===== src/rtl/full_adder.sv =====
// Registered ripple-carry adder: {cout,sum} = a + b + cin with one cycle of latency.
// Defining FULL_ADDER_OVF_EN adds a registered signed-overflow output, ovf.
module full_adder #(
    parameter int unsigned WIDTH = 1
) (
    input  logic             clk,
    input  logic             rst_n,
    input  logic             in_valid,
    input  logic [WIDTH-1:0] a,
    input  logic [WIDTH-1:0] b,
    input  logic             cin,
    output logic             out_valid,
    output logic [WIDTH-1:0] sum,
    output logic             cout
`ifdef FULL_ADDER_OVF_EN
    ,
    output logic             ovf
`endif
);

    logic [WIDTH:0]   carry;
    logic [WIDTH-1:0] sum_next;

    // The whole ripple chain sits in one process so the carry vector is one combinational net
    always_comb begin
        carry    = '0;
        sum_next = '0;
        carry[0] = cin;
        for (int i = 0; i < WIDTH; i++) begin
            sum_next[i]  = a[i] ^ b[i] ^ carry[i];
            carry[i+1]   = (a[i] & b[i]) | (carry[i] & (a[i] ^ b[i]));
        end
    end

`ifdef FULL_ADDER_OVF_EN
    logic ovf_next;

    always_comb begin
        ovf_next = (a[WIDTH-1] == b[WIDTH-1]) & (sum_next[WIDTH-1] != a[WIDTH-1]);
    end
`endif

    // Result registers load only on qualified cycles, so idle operands never reach the outputs
    always_ff @(posedge clk or negedge rst_n) begin
        if (!rst_n) begin
            out_valid <= 1'b0;
            sum       <= '0;
            cout      <= 1'b0;
`ifdef FULL_ADDER_OVF_EN
            ovf       <= 1'b0;
`endif
        end else begin
            out_valid <= in_valid;
            if (in_valid) begin
                sum  <= sum_next;
                cout <= carry[WIDTH];
`ifdef FULL_ADDER_OVF_EN
                ovf  <= ovf_next;
`endif
            end
        end
    end

endmodule


===== config.mk =====
export PLATFORM = sky130hd
export DESIGN_NAME = full_adder
export DESIGN_NICKNAME = d
export VERILOG_FILES = /design/src/rtl/full_adder.sv
export SDC_FILE = /design/constraint.sdc
export NUM_CORES = 1
export LEC_CHECK = 0
export ABC_AREA = 0
export BUFFER_PORTS_ARGS = -buffer_cell sky130_fd_sc_hd__buf_4
export CAP_MARGIN = 20
export CELL_PAD_IN_SITES_DETAIL_PLACEMENT = 0
export CELL_PAD_IN_SITES_GLOBAL_PLACEMENT = 1
export CORE_AREA = 2 2 39 41
export DETAILED_ROUTE_END_ITERATION = 10
export DIE_AREA = 0 0 41 43
export GPL_TIMING_DRIVEN = 0
export PLACE_DENSITY = 0.3
export SYNTH_ARGS = -nofsm -noshare
export SYNTH_HDL_FRONTEND = slang
export SYNTH_SLANG_ARGS = --single-unit

===== constraint.sdc =====
create_clock -name clk -period 0.8 [get_ports clk]
set_clock_uncertainty 0.05 [all_clocks]
set_input_delay 0.08 -clock clk [delete_from_list [all_inputs] [get_ports clk]]
set_output_delay 0.08 -clock clk [all_outputs]
set_load 0.02 [all_outputs]

==> results of run 1 <==
## cells by family (layout without fill, tap and decap cells)
family	after synthesis	count (layout)	synth area share [%]
multiplexers	2	2	19.1
flip-flops	3	3	63.8
adder cells (fa/ha/maj)	1	1	17.0
buffers and inverters	0	14	0
## registers in the layout, indices dropped and copies added (netlist names)
name,count
cout,1
out_valid,1
sum,1
## repair_timing
item                                    CTS  global route
resized for setup                         5             0
buffers inserted                          0             0
endpoints found under the setup margin    5             5
hold buffers                              2             0
pin swaps                                 1             0
endpoints found under the hold margin     4             0
## cell usage in the layout, fill, tap and decap left out, drive strengths merged
cell type	n
buf	8
dfrtp	3
fa	1
clkbuf	4
mux2	2
dlygate4sd3	2
## power breakdown
group	total [µW]	internal [µW]	switching [µW]
Combinational	137	86.3	50.6
Clock	273	187	85.9
Sequential	187	173	13.7
## worst paths after layout
kind	startpoint	endpoint	depth (start not counted)
max	cout	cout	1
min	in_valid	sum	2
max reg2reg	cout	cout	1
min reg2reg	cout	cout	1
max in group asynchronous	rst_n	cout	2
min in group asynchronous	rst_n	sum	2
## routing by layer
layer / share of wire, % / wire, µm / global-route usage [%] / vias up
li1: - / - / - / 47
met5: 0 / 0 / 0 / -
met1: 49 / 149 / 6.17 / 43
met4: 0 / 0 / 4.00 / 0
met2: 37 / 113 / 4.69 / 6
met3: 13 / 41 / 4.71 / 0
## metrics by stage
step | setup TNS, ps | hold slack, ps
after floorplan | -208 | -266
after global placement | -486 | -178
after detailed placement | -477 | -176
after CTS | -318 | 74.6
after global routing | -411 | 89.1
final | -290 | 80.9
## cell type report
| class | instances | share of cell area (%) |
|---|---|---|
| sequential | 3 | 28.2 |
| clock buffer | 4 | 9.72 |
| timing repair buffer | 10 | 35.2 |
| multi-input combinational | 3 | 19.4 |
| tap | 16 | 7.41 |
==> qor.yml, run 1 <==
outcome:
  status: "complete, but fails checks"
  violations: "setup timing"
layout:
  fin_util_pct: 19.5
  fill_cells: 148
  final_cells: 36
  drive_gt1_share_pct: 75.0
  diodes: 0
  syn_to_final_growth_pct: 130
  nets: 28
  regArea_um2: 76.3
  multi_input_area_um2: 52.6
  post-route-cell-area_um2: 270
timing:
  tightest_slew_ps: 99.3
  fin_crit_ps: 895
  setup_ws_ps: -94.6
  relSlewSlack_pct: 93.4
  fin_crit_sh_pct: 112
  rsz0062_at_grt: "true"
  final-hold-violation-count: 0
  setup_violations: 5
  slew_violations: 0
  fmaxAchievable_mhz: 1120
route:
  vias: 96
  firstDrtPassIters: 2
  drc: 0
  drt-vias-per-instance: 2.67
  drt_iter0_markers: 1
  totalWireLength_um: 304
  ant_nets: 0
  wl_per_cell_um: 8.44
yosys:
  netlist_instances: 6
  yosysMostFrequentCell: "dfrtp_1"
  synth_cell_types: 3
  synth_fp_nets: 13
  yosysTopAreaCell: "dfrtp_1"
  synth_top_area_share_pct: 63.8
  synthTopCellsByCount: "dfrtp_1, mux2_2, fa_1"
  synth_area_leaders: "dfrtp_1, mux2_2, fa_1"
  synth_edf_count: 0
  ys_warn_count: 0
  async_flop_share_pct: 100
  ys_seq_area_share_pct: 63.8
  syn-cell-area_um2: 118
  ys.flop_type: "dfrtp_1"
  synth_seq_cells: 3
  syn_avg_cell_area_um2: 19.6
setup_path:
  path_buf_inv: 1
  cp_slowest_cell: "dfrtp_2"
  rrSetupSlack_ps: -40
  critPathArrivalTime_ps: 760
  critical-path-top-delay-family: "flip-flops"
  end_kind: "output port"
  critical_path_class: "register to output port"
  cp_max_fo: 2
  cp-start-kind: "register"
  critical_path_required_ps: 670
  slowest_delay_ps: 400
  worstPathCellList: "buf_6"
floorplan:
  pin_count: 9
  start_util_pct: 8.50
  core_area_um2: 1380
  die_area_um2: 1760
  dieWidth_um: 41
  rows: 14
  die_h_um: 43
cts:
  clk_latency_ps: 230
  ctsHtreeMaxLevel: 1
  path_clk_slew_ps: 40
  cts_sinks: 3
  cts_tree: "done"
  cts_root_buf: "clkbuf_4"
  clockBufferDepth: 2
  cts_made_buffers: 3
job:
  max-cap-violations: 0
placement:
  io_buffers: 8
  dp.cells: 30
  routabilityCongestion: 0.485
  place_ws_ps: -283
  placed_area_um2: 205
grt:
  grt_pass1_wl_um: 489
  antenna_found_initial: 0
  grt_pass1_vias: 114
  grt_usage_pct: 4.93
  grt_max_degree: 4
  gr-total-overflow: 0
power:
  p_leak_uw: 0.000124
  powerDensity_nw_per_um2: 2210
  vdd_ir_drop_max_mv: 0.505
  p_total_uw: 597
min_path:
  min-delay-path-class: "primary input to register"
No activity file was read; power rests on OpenSTA's default activity.
==> run 2, diff against run 1 <==
RECOVER_POWER = 50   (was not set)
SLEW_MARGIN = 30   (was not set)
==> run 2 against run 1 <==
Net effect:
- the run still ends with setup timing left
- wire length fell by 0.66%
- worst hold slack did not move
- sequential power barely moved
- total power fell by 0.39%
- core utilization fell by 0.27 points
- fmax did not move
- register-to-register slack barely moved
- critical path type unchanged
==> qor.yml, run 2 (synthesized netlist as in run 1, its figures left out) <==
power:
  p_leak_uw: 0.000120  # -2.9%
  powerDensity_nw_per_um2: 2230  # +1.0%
  vdd_ir_drop_max_mv: 0.505  # about the same
  p_total_uw: 595  # -0.39%
setup_path:
  slowest_delay_ps: 400  # about the same
  reg2regPathDepth: 1  # unchanged
  end_kind: "output port"
  critical_path_class: "register to output port"
  worstPathCellList: "buf_6"
  cp_max_fo: 2  # unchanged
  critical-path-top-delay-family: "flip-flops"
  cp_slowest_cell: "dfrtp_2"
  critical_path_cell_count: 1  # unchanged
  critical_path_required_ps: 670  # about the same
  critPathArrivalTime_ps: 760  # about the same
  path_buf_inv: 1  # unchanged
  cp-start-kind: "register"
timing:
  fin_crit_sh_pct: 112  # unchanged
  hold_slack_ps: 80.9  # unchanged
  tightest_slew_ps: 165  # +65.7 ps
  fin_crit_ps: 895  # unchanged
  relSlewSlack_pct: 89.0  # -4.4 points
  slew_violations: 0  # unchanged
  final-hold-violation-count: 0  # unchanged
  setup_ws_ps: -94.6  # unchanged
  rsz0062_at_grt: "true"
  fmaxAchievable_mhz: 1120  # unchanged
  setup_violations: 5  # unchanged
layout:
  fill_cells: 149  # +0.68%
  diodes: 0  # unchanged
  multi_input_area_um2: 52.6  # unchanged
  nets: 28  # unchanged
  regArea_um2: 76.3  # unchanged
  drive_gt1_share_pct: 70.0  # -5.0 points
  final_common_cell: "buf_6"
  reg.largest.list: "cout x1, out_valid x1, sum x1"
  mostFrequentLayoutCells: "buf_6, clkbuf_4, buf_4"
  syn_to_final_growth_pct: 127
  final_cells: 36  # unchanged
cts:
  clockBufferDepth: 2  # unchanged
  cts_sinks: 3  # unchanged
  cts_root_buf: "clkbuf_4"
  cts_made_buffers: 3  # unchanged
  post_cts.repair.setup_buffers: 0  # unchanged
  path_clk_slew_ps: 40  # about the same
  ctsHtreeMaxLevel: 1  # unchanged
  clk_latency_ps: 230  # about the same
  cts_tree: "done"
job:
  max-cap-violations: 0  # unchanged
grt:
  grt_pass1_vias: 114  # unchanged
  grt_usage_pct: 4.93  # unchanged
  gr-total-overflow: 0  # unchanged
  grt_pass1_wl_um: 489  # unchanged
  grt_max_degree: 4  # unchanged
  antenna_found_initial: 0  # unchanged
route:
  totalWireLength_um: 302  # -0.66%
  drt-vias-per-instance: 2.67  # unchanged
  firstDrtPassIters: 2  # unchanged
  drt_iter0_markers: 1  # unchanged
  ant_nets: 0  # unchanged
  vias: 96  # unchanged
  wl_per_cell_um: 8.39  # -0.66%
  drc: 0  # unchanged
floorplan:
  core_area_um2: 1380  # unchanged
  dieWidth_um: 41  # unchanged
  die_area_um2: 1760  # unchanged
  die_h_um: 43  # unchanged
  pin_count: 9  # unchanged
  rows: 14  # unchanged
  start_util_pct: 8.50  # unchanged
outcome:
  status: "complete, but fails checks"
  violations: "setup timing"
placement:
  io_buffers: 8  # unchanged
  dp.cells: 30  # unchanged
  routabilityCongestion: 0.485  # unchanged
min_path:
  holdPathStages: 2  # unchanged
  min-delay-path-class: "primary input to register"
run 2: changes by cell type in the layout (fill, tap and decap cells not counted), sizes merged:
cell,previous run,this run
clkbuf,4,5
buf,8,7
run 2: timing repair:
action / in CTS / in global routing
setup endpoints to repair: 5 / 5
hold buffers: 2 / 0
gates resized for setup: 5 / 0
hold endpoints to repair: 4 / 0
pin swaps: 1 / 0
run 2: metal layers:
metal	part of all wire, %	vias to the layer above	GRT usage, %	wire, µm
met1	48	43	6.17	146
li1	-	47	-	-
met5	0	-	0	0
met4	0	0	4.00	0
met3	14	0	4.71	41
met2	37	6	4.69	113
run 2: layout make-up:
class                           instances  area share (%)
Timing Repair Buffer                   10            34.3
Sequential cell                         3            28.6
Tap cell                               16            7.51
Clock buffer                            4            9.86
Multi-Input combinational cell          3            19.7
run 2: report_power, final:
part / leakage [µW] / switching, µW / internal [µW] / total, µW
Sequential: 0.0000340 / 13.6 / 173 / 187
Combinational: 0.0000710 / 50.4 / 84.2 / 135
Clock: 0.0000150 / 85.9 / 187 / 273
run 2: worst paths after layout:
path / to / slack, ps / from
max in group asynchronous: cout / 400 / rst_n
hold / removal: sum / 80 / in_valid
min in group asynchronous: sum / 130 / rst_n
setup reg to reg: cout / -40 / cout
hold reg to reg: cout / 480 / cout
setup / recovery: cout / -90 / cout
run 2: through the flow:
step,area [µm²],worst slack (ps),setup TNS (ps),util [%]
after floorplan,125,-136,-208,-
after global placement,205,-283,-486,14.8
after detailed placement,205,-283,-477,14.8
after CTS,270,-104,-318,19.5
after global routing,267,-122,-411,19.3
final,267,-94.6,-289,19.3
